### config.mk
export PLATFORM = sky130hd
export DESIGN_NAME = error_deser
export DESIGN_NICKNAME = d
export VERILOG_FILES = /design/src/rtl/error_deser_pkg.sv /design/src/rtl/err_shift_lane.sv /design/src/rtl/error_deser.sv
export SDC_FILE = /design/constraint.sdc
export NUM_CORES = 1
export LEC_CHECK = 0
export ABC_AREA = 1
export CORE_MARGIN = 10
export CORE_UTILIZATION = 50
export DETAILED_ROUTE_END_ITERATION = 8
export PLACE_DENSITY = 0.8
export SLEW_MARGIN = 10
export SYNTH_ARGS = -nofsm -noshare
export SYNTH_HDL_FRONTEND = slang
export SYNTH_SLANG_ARGS = --single-unit
### constraint.sdc
create_clock -name Clock -period 1.5 [get_ports Clock]
set_input_delay 0.375 -clock Clock [delete_from_list [all_inputs] [get_ports Clock]]
set_output_delay 0.375 -clock Clock [all_outputs]
set_load 0.01 [all_outputs]
### src/rtl/error_deser_pkg.sv
// Shared definitions for the error-word deserializer and its matching serializer.
package error_deser_pkg;

   // Default frame length in bits per lane.
   localparam int FL_DEFAULT = 104;

   // Frame assembly state.
   typedef enum logic {
      IDLE  = 1'b0,
      SHIFT = 1'b1
   } deser_state_t;

   // Bit-counter width large enough to hold 0..fl.
   function automatic int cnt_width(input int fl);
      return $clog2(fl + 1);
   endfunction

endpackage

### src/rtl/err_shift_lane.sv
// One serial lane: LSB-first shift register.
// New bits enter at the MSB and the contents move right, so after FL samples
// the first bit received sits in bit 0.
// 'word' presents the register as it will be after the current edge.
// The controller can then capture a completed frame on the same edge that
// samples its final bit.
module err_shift_lane
   import error_deser_pkg::*;
#(
   parameter int FL = FL_DEFAULT
) (
   input  logic          Clock,
   input  logic          nReset,
   input  logic          shift_en,
   input  logic          bit_in,
   output logic [FL-1:0] word
);

   logic [FL-1:0] shreg;

   // Next-state view of the shift register.
   always_comb begin
      word = shreg;
      if (shift_en) begin
         word = {bit_in, shreg[FL-1:1]};
      end
   end

   // A full frame shifts all FL positions, so leftovers from a truncated
   // frame never reach a completed word and need no explicit clear.
   always_ff @(posedge Clock or negedge nReset) begin
      if (!nReset) begin
         shreg <= '0;
      end else begin
         shreg <= word;
      end
   end

endmodule

### src/rtl/error_deser.sv
// Two-lane serial-to-parallel error-word deserializer.
// The serial side is never stalled.
// A frame that completes while the previous word is still unaccepted is
// dropped, and the drop is flagged in the sticky Overrun bit.
//
//  state | meaning
//  ------+-------------------------------------------------------------
//  IDLE  | between frames; the next KeepShift bit starts a new frame
//  SHIFT | mid-frame; count holds the number of bits already sampled
module error_deser
   import error_deser_pkg::*;
#(
   parameter int FL = FL_DEFAULT
) (
   input  logic          Clock,
   input  logic          nReset,
   input  logic          KeepShift,
   input  logic          bitin1,
   input  logic          bitin2,
   input  logic          Ready,
   input  logic          Clr_Status,
   output logic [FL-1:0] b1_error1,
   output logic [FL-1:0] b1_error2,
   output logic          Valid_Data,
   output logic          Frame_Err,
   output logic          Overrun
);

   localparam int CW = cnt_width(FL);
   localparam logic [CW-1:0] CNT_LAST = CW'(FL - 1);
   localparam logic [CW-1:0] CNT_ONE  = CW'(1);

   deser_state_t  state;
   logic [CW-1:0] count;
   logic [FL-1:0] lane1_word;
   logic [FL-1:0] lane2_word;
   logic          frame_done;
   logic          word_accept;
   logic          ovr_set;

   // Both lanes shift on every strobe, whatever the state.
   // The serial input is never held off.
   err_shift_lane #(.FL(FL)) u_lane1 (
      .Clock    (Clock),
      .nReset   (nReset),
      .shift_en (KeepShift),
      .bit_in   (bitin1),
      .word     (lane1_word)
   );

   err_shift_lane #(.FL(FL)) u_lane2 (
      .Clock    (Clock),
      .nReset   (nReset),
      .shift_en (KeepShift),
      .bit_in   (bitin2),
      .word     (lane2_word)
   );

   // Decode the final-bit cycle and the output handshake outcome.
   always_comb begin
      frame_done  = (state == SHIFT) && KeepShift && (count == CNT_LAST);
      word_accept = !Valid_Data || Ready;
      ovr_set     = frame_done && !word_accept;
   end

   // Frame FSM, bit counter, output word register and status flags.
   always_ff @(posedge Clock or negedge nReset) begin
      if (!nReset) begin
         state      <= IDLE;
         count      <= '0;
         b1_error1  <= '0;
         b1_error2  <= '0;
         Valid_Data <= 1'b0;
         Frame_Err  <= 1'b0;
         Overrun    <= 1'b0;
      end else begin
         Frame_Err <= 1'b0;

         case (state)
            IDLE: begin
               if (KeepShift) begin
                  count <= CNT_ONE;
                  state <= SHIFT;
               end else begin
                  count <= '0;
               end
            end
            SHIFT: begin
               if (KeepShift) begin
                  if (count == CNT_LAST) begin
                     count <= '0;
                     state <= IDLE;
                  end else begin
                     count <= count + CNT_ONE;
                  end
               end else begin
                  count     <= '0;
                  Frame_Err <= 1'b1;
                  state     <= IDLE;
               end
            end
            default: begin
               count <= '0;
               state <= IDLE;
            end
         endcase

         // A completed frame replaces the held word only if it is free or
         // leaving this cycle. Otherwise the old word stays put.
         if (frame_done) begin
            if (word_accept) begin
               b1_error1  <= lane1_word;
               b1_error2  <= lane2_word;
               Valid_Data <= 1'b1;
            end
         end else if (Valid_Data && Ready) begin
            Valid_Data <= 1'b0;
         end

         // A drop in the same cycle as a clear wins, so no event is lost.
         if (ovr_set) begin
            Overrun <= 1'b1;
         end else if (Clr_Status) begin
            Overrun <= 1'b0;
         end
      end
   end

endmodule

==> impl_metrics.tcl, run 1 <==
set metrics [dict create \
    r2r-start "count[0]$_DFF_PN0_" \
    htree_levels 2 \
    clk_latency_ns 0.53 \
    worstHoldPathCells 3 \
    syn_to_final_growth_pct 27.3 \
    yosysMostFrequentCell "nand2_1" \
    hp-start "KeepShift" \
    hp-class "in2reg" \
    critical_path_class "reg2reg" \
    reg2reg_depth 9 \
    whs_ns 0.222 \
    root_buffer "clkbuf_16" \
    dr.pass1.iters 8 \
    cp_max_fo 13 \
    synth_common_cells "1055 x nand2_1, 427 x dfrtp_1, 209 x nand4_1" \
    crit_chain "ha_4 > nand2_4 > nor2_4 > nand4_1 > buf_6 > buf_12 > clkbuf_16 > nand2_1 > nand2_1" \
    numCtsBuffers 43 \
    postSynthNetCount 1875 \
    placed_area_um2 20000 \
    period_needed_ns 1.67 \
    pwr-share-comb 0.048 \
    ir_drop_v 0.000853 \
    fin_tns_setup_ns -14.49 \
    postLayoutCellArea_um2 21400 \
    yosysTopAreaCell "dfrtp_1" \
    crit_top_cell "nand2_1" \
    switchingPower_mw 5.49 \
    fill_cells 2630 \
    gp_congestion 0.806 \
    crit_required_ns 1.90 \
    finalSetupViolCount 206 \
    tightest_slew_ns 0.388 \
    num_rows 67 \
    wl_met2_um 22500 \
    boundaryPins 218 \
    grt_usage 0.214 \
    grt_pass1_wl_um 74300 \
    overflow 0 \
    syn_area_per_cell_um2 9.02 \
    fin_crit_sh 1.11 \
    path_delay_family "buffers and inverters" \
    vias 14300 \
    maxCapViolations 0 \
    grt_max_degree 83 \
    drc 0 \
    ys_types 16 \
    ys_seq_area_frac 0.635 \
    grt_antenna_before_repair 0 \
    start_util 0.504 \
    drv_slew 0 \
    worst_ep_arrival_time_ns 2.07 \
    worst-path-buf-inv 3 \
    fin_nets 2134 \
    cts_sinks 427 \
    drt-initial-drc-count 1414 \
    hold_end "count[1]$_DFF_PN0_" \
    synth_edf_count 0 \
    drive_gt1_frac 0.203 \
    synth_top_cell_area_share 0.635 \
    worst_clock_skew_ns 0.0158 \
    hpwlAfterDp_um 28400 \
    routed_wl_um 46700 \
    topRoutingLayerUsed "met4" \
    slew_headroom 0.742 \
    ys.flop_type "dfrtp_1" \
    ant_nets 0 \
    cp_slowest_cell "dfrtp_1" \
    status "complete, but fails checks" \
    postSynthCellCount 1867 \
    ys_ff_latch 427 \
    finalHoldViolCount 0 \
    fin_ws_ns -0.171 \
    synth_area_um2 16800 \
    numPortBuffers 217 \
    synth_area_leaders "dfrtp_1 63%, nand2_1 24%, nand4_1 7.8%" \
    p_clk_frac 0.474 \
    setup.worst_path.end_class "register" \
    r2r_slack_ns -0.17 \
    slowest_delay_ns 0.39 \
    max_freq_ghz 0.598 \
    yosys_warnings 0 \
    r2r_end "b1_error2[61]$_DFFE_PN0P_" \
    clockBufferDepth 3 \
    cts_tree "done" \
    cp-start-kind "register" \
    intPower_mw 19.4 \
    wl_met1_um 20000 \
    violations "negative setup slack" \
    routedWlPerCell_um 17.9 \
    die_y_um 203 \
    die_w_um 203 \
    wl_met3_um 3290 \
    p_leak_nw 12.5 \
    first_global_vias 14000 \
    coreArea_um2 33400 \
    die_area_um2 41400 \
    vias_per_cell 5.48 \
    rsz0062_at_grt "true" \
    clk_pin_slew_ns 0.06 \
    seq_power_share 0.478 \
    diodes 0 \
    powerDensity_nw_per_um2 1160 \
    switching_share 0.220 \
    async_reset_ff_frac 1.00 \
]
==> cell type report <==
| cell class | count | area (um2) | share of cell area |
|---|---|---|---|
| clock buffers | 65 | 1330 | 0.0622 |
| repair buffers | 352 | 3060 | 0.143 |
| well taps | 448 | 561 | 0.0262 |
| clock inverters | 13 | 246 | 0.0115 |
| flip-flops and latches | 427 | 10700 | 0.499 |
| inverters | 9 | 43.8 | 0.00204 |
| multi-input cells | 1293 | 5490 | 0.257 |
==> routing by layer <==
metal,up-vias,track usage
met5,-,0
met4,0,0.0480
met3,88,0.0387
met2,648,0.348
met1,6990,0.295
li1,6548,-
==> repair_timing <==
| action | 4_1_cts | 5_1_grt |
|---|---|---|
| resized for setup | 875 | 27 |
| gates cloned | 7 | 10 |
| endpoints found under the hold margin | 63 | 0 |
| hold buffers | 1 | 0 |
| pin swaps | 7 | 9 |
| buffers inserted | 20 | 2 |
| setup endpoints to repair | 420 | 228 |
==> flip-flops by register name, summed over array words and instances, names as in the netlist <==
signal / cells
u_lane2.shreg: 104
u_lane1.shreg: 104
b1_error1: 104
Frame_Err: 1
Overrun: 1
state: 1
count: 7
Valid_Data: 1
b1_error2: 104
==> power by group through the flow <==
stage          combinational [mW]  clock (mW)  sequential [mW]
2_1_floorplan               0.588           0             12.1
3_3_place_gp                 1.14           0             12.1
3_5_place_dp                 1.18           0             12.1
4_1_cts                      1.19        12.0             11.9
5_1_grt                      1.33        12.5             11.9
6_report                     1.19        11.8             11.9
==> placed cells by master (no fill, tap or decap), types with 6 or more instances in the layout <==
cell type,instances
nor2_1,9
clkbuf_8,13
buf_12,35
inv_1,6
nand2_2,8
buf_4,69
nand2_1,1046
dfrtp_1,427
buf_6,17
clkbuf_16,54
bufinv_16,7
nand4_1,209
buf_16,8
clkbuf_1,7
buf_2,202
==> worst max path at each step <==
stage                       startpoint                   endpoint  cells past startpoint
floorplan           count[0]$_DFF_PN0_  b1_error1[10]$_DFFE_PN0P_                      9
global placement                 Ready   b1_error2[8]$_DFFE_PN0P_                      8
detailed placement               Ready  b1_error2[53]$_DFFE_PN0P_                      8
CTS                 count[0]$_DFF_PN0_  b1_error2[28]$_DFFE_PN0P_                      9
global route        count[1]$_DFF_PN0_  b1_error2[61]$_DFFE_PN0P_                      9
finish              count[0]$_DFF_PN0_  b1_error2[61]$_DFFE_PN0P_                      9
==> worst reg2reg max path: stages (launching register included) <==
cell and delay, ns:
dfrtp_1 0.39, ha_4 0.18, nand2_4 0.06, nor2_4 0.10
nand4_1 0.10, buf_6 0.15, buf_12 0.17, clkbuf_16 0.22
nand2_1 0.09, nand2_1 0.08
==> cells by family after synthesis <==
family                     Yosys count  share of synthesized area
xor gates and xnor gates             2                    0.00104
and+or+nand+nor                   1284                      0.318
AOI/OAI and AO/OA                    6                    0.00178
buffers and inverters              147                     0.0435
adders and majority gates            1                   0.000743
DFF                                427                      0.635
==> through the flow <==
| step | power [mW] | instances | util | worst slack (ns) |
|---|---|---|---|---|
| after floorplan | 12.7 | 1867 | - | 0.0192 |
| after global placement | 13.3 | 2489 | 0.601 | -0.337 |
| after detailed placement | 13.3 | 2489 | 0.601 | -0.408 |
| after CTS | 25.1 | 2595 | 0.631 | -0.123 |
| after global routing | 25.8 | 2607 | 0.642 | -0.217 |
| final | 24.9 | 2607 | 0.642 | -0.171 |
No activity file was read; power rests on OpenSTA's default activity.
==> run 2: changes to the inputs <==
--- a/config.mk
+++ b/config.mk
@@ -9,7 +9,9 @@
 export CORE_MARGIN = 10
 export CORE_UTILIZATION = 50
 export DETAILED_ROUTE_END_ITERATION = 8
+export GPL_ROUTABILITY_DRIVEN = 0
 export PLACE_DENSITY = 0.8
+export SETUP_SLACK_MARGIN = 0.1
 export SLEW_MARGIN = 10
 export SYNTH_ARGS = -nofsm -noshare
 export SYNTH_HDL_FRONTEND = slang
==> run 2 against run 1 <==
Effect of this change: the run still ends with negative setup slack left; sequential share of layout area decreased by 3.5 points; final cell count rose by 4.8%; design area increased by 7.5%; combinational power is 6% higher; utilization increased by 4.8 points; clock power down 8%; clock-buffer cell count fell by 3; register-to-register slack about the same; first-iteration DRC count shrank 5.1%; die area unchanged; worst hold slack better by 0.038 ns; power fell by 4.0%; critical path type unchanged.
==> impl_metrics.tcl, run 2 (synthesis results as in run 1) <==
set metrics [dict create \
    num_rows 67 \
    overflow 0 \
    rsz0062_at_grt "true" \
    syn_to_final_growth_pct 36.8 \
    slew_headroom 0.728 \
    diodes 0 \
    vias_per_cell 5.55 \
    cp_max_fo 11 \
    start_util 0.504 \
    status "complete, but fails checks" \
    drive_gt1_frac 0.309 \
    setup.worst_path.end_class "register" \
    fin_tns_setup_ns -21.38 \
    die_w_um 203 \
    grt_antenna_before_repair 0 \
    hpwlAfterDp_um 28700 \
    reg2reg_depth 9 \
    r2r-start "count[1]$_DFF_PN0_" \
    worstHoldPathCells 4 \
    maxCapViolations 0 \
    worst_clock_skew_ns 0.0140 \
    drc 0 \
    drt-initial-drc-count 1342 \
    finalSetupViolCount 210 \
    routedWlPerCell_um 18.8 \
    die_area_um2 41400 \
    numCtsBuffers 44 \
    crit_required_ns 1.91 \
    grt_pass1_wl_um 75400 \
    first_global_vias 14600 \
    vias 15100 \
    final_cell_mix "900 x nand2_1, 427 x dfrtp_1, 209 x nand4_1, 188 x buf_4, 164 x buf_2" \
    die_y_um 203 \
    cp-start-kind "register" \
    max_freq_ghz 0.599 \
    grt_usage 0.218 \
    drv_slew 0 \
    hp-start "KeepShift" \
    htree_levels 2 \
    clk_pin_slew_ns 0.06 \
    fin_crit_sh 1.11 \
    finalHoldViolCount 0 \
    root_buffer "clkbuf_16" \
    tightest_slew_ns 0.408 \
    critical_path_class "reg2reg" \
    coreArea_um2 33400 \
    powerDensity_nw_per_um2 1040 \
    dp.cells 2543 \
    finalNonFillerCells 2732 \
    period_needed_ns 1.67 \
    boundaryPins 218 \
    clk_latency_ns 0.53 \
    fill_cells 2327 \
    ant_nets 0 \
    final_common_cell "nand2_1" \
    clockBufferDepth 3 \
    ir_drop_v 0.000806 \
    grt_max_degree 91 \
    numPortBuffers 217 \
    p_leak_nw 13.2 \
    cts_tree "done" \
    dr.pass1.iters 6 \
    worst_ep_arrival_time_ns 2.08 \
    hp-class "in2reg" \
    critPathLaunch "count[1]$_DFF_PN0_" \
    fin_nets 2261 \
    violations "negative setup slack" \
    cts_sinks 427 \
    fin_ws_ns -0.169 \
    routed_wl_um 51300 \
]
run 2: cell types whose count changed in the layout (fill, tap and decap cells not counted), sizes merged, moves of 2 or more:
| cell | previous run | this run |
|---|---|---|
| buf | 336 | 455 |
| clkinv | 5 | 11 |
| clkbuf | 74 | 77 |
| bufinv | 7 | 2 |
| clkinvlp | 0 | 2 |
run 2: worst paths after layout:
path / end / slack, ns
max: b1_error2[64]$_DFFE_PN0P_ / -0.17
min: count[1]$_DFF_PN0_ / 0.26
max reg2reg: b1_error2[64]$_DFFE_PN0P_ / -0.17
min reg2reg: b1_error2[85]$_DFFE_PN0P_ / 0.47
max in group asynchronous: u_lane2.shreg[35]$_DFF_PN0_ / 0.60
min in group asynchronous: u_lane1.shreg[51]$_DFF_PN0_ / 0.50
run 2: area by class of cell:
class                   instances  area (um2)  area share
clock inverters                15         134     0.00582
flip-flops and latches        427       10700       0.464
well taps                     448         561      0.0244
inverters                       9        43.8     0.00190
multi-input cells            1293        6050       0.263
repair buffers                478        4260       0.185
clock buffers                  62        1280      0.0556
run 2: through the flow:
| step | total power [mW] | hold WS (ns) | setup slack [ns] | instance area, um2 | utilization |
|---|---|---|---|---|---|
| 3_5_place_dp | 13.4 | 0.443 | -0.323 | 20400 | 0.612 |
| 6_report | 23.9 | 0.261 | -0.169 | 23000 | 0.690 |
| 5_1_grt | 24.7 | 0.260 | -0.250 | 23000 | 0.690 |
| 3_3_place_gp | 13.3 | 0.445 | -0.277 | 20400 | 0.612 |
| 2_1_floorplan | 12.7 | 0.0794 | 0.0693 | 16900 | - |
| 4_1_cts | 24.0 | 0.244 | -0.0930 | 21900 | 0.655 |
run 2: what timing repair did:
item	CTS	global route
buffers inserted	85	2
hold buffers	1	0
setup endpoints to repair	419	423
endpoints found under the hold margin	331	0
pin swaps	12	16
cloned	3	21
resized for setup	908	225
run 2: power breakdown:
group          leakage, nW  total (mW)  internal (mW)  switching (mW)
registers             5.93        11.9           11.8           0.149
logic                 6.53        1.26          0.382           0.876
clock network        0.700        10.8           6.28            4.48
total                 13.2        23.9           18.4            5.50
run 2: worst max-delay path: stages, from the launching register on:
cell and delay [ns]:
dfrtp_1 0.40, ha_4 0.18, nand2_4 0.07, nor2_4 0.10, nand4_1 0.12, buf_6 0.18
buf_12 0.16, clkbuf_16 0.18, nand2_1 0.08, nand2_1 0.06
run 2: layer usage:
| metal | GRT usage | vias up | part of all wire |
|---|---|---|---|
| met1 | 0.296 | 7438 | 0.40 |
| met5 | 0 | - | 0 |
| met2 | 0.354 | 798 | 0.49 |
| met3 | 0.0430 | 129 | 0.085 |
| li1 | - | 6784 | - |
| met4 | 0.0581 | 0 | 0.028 |
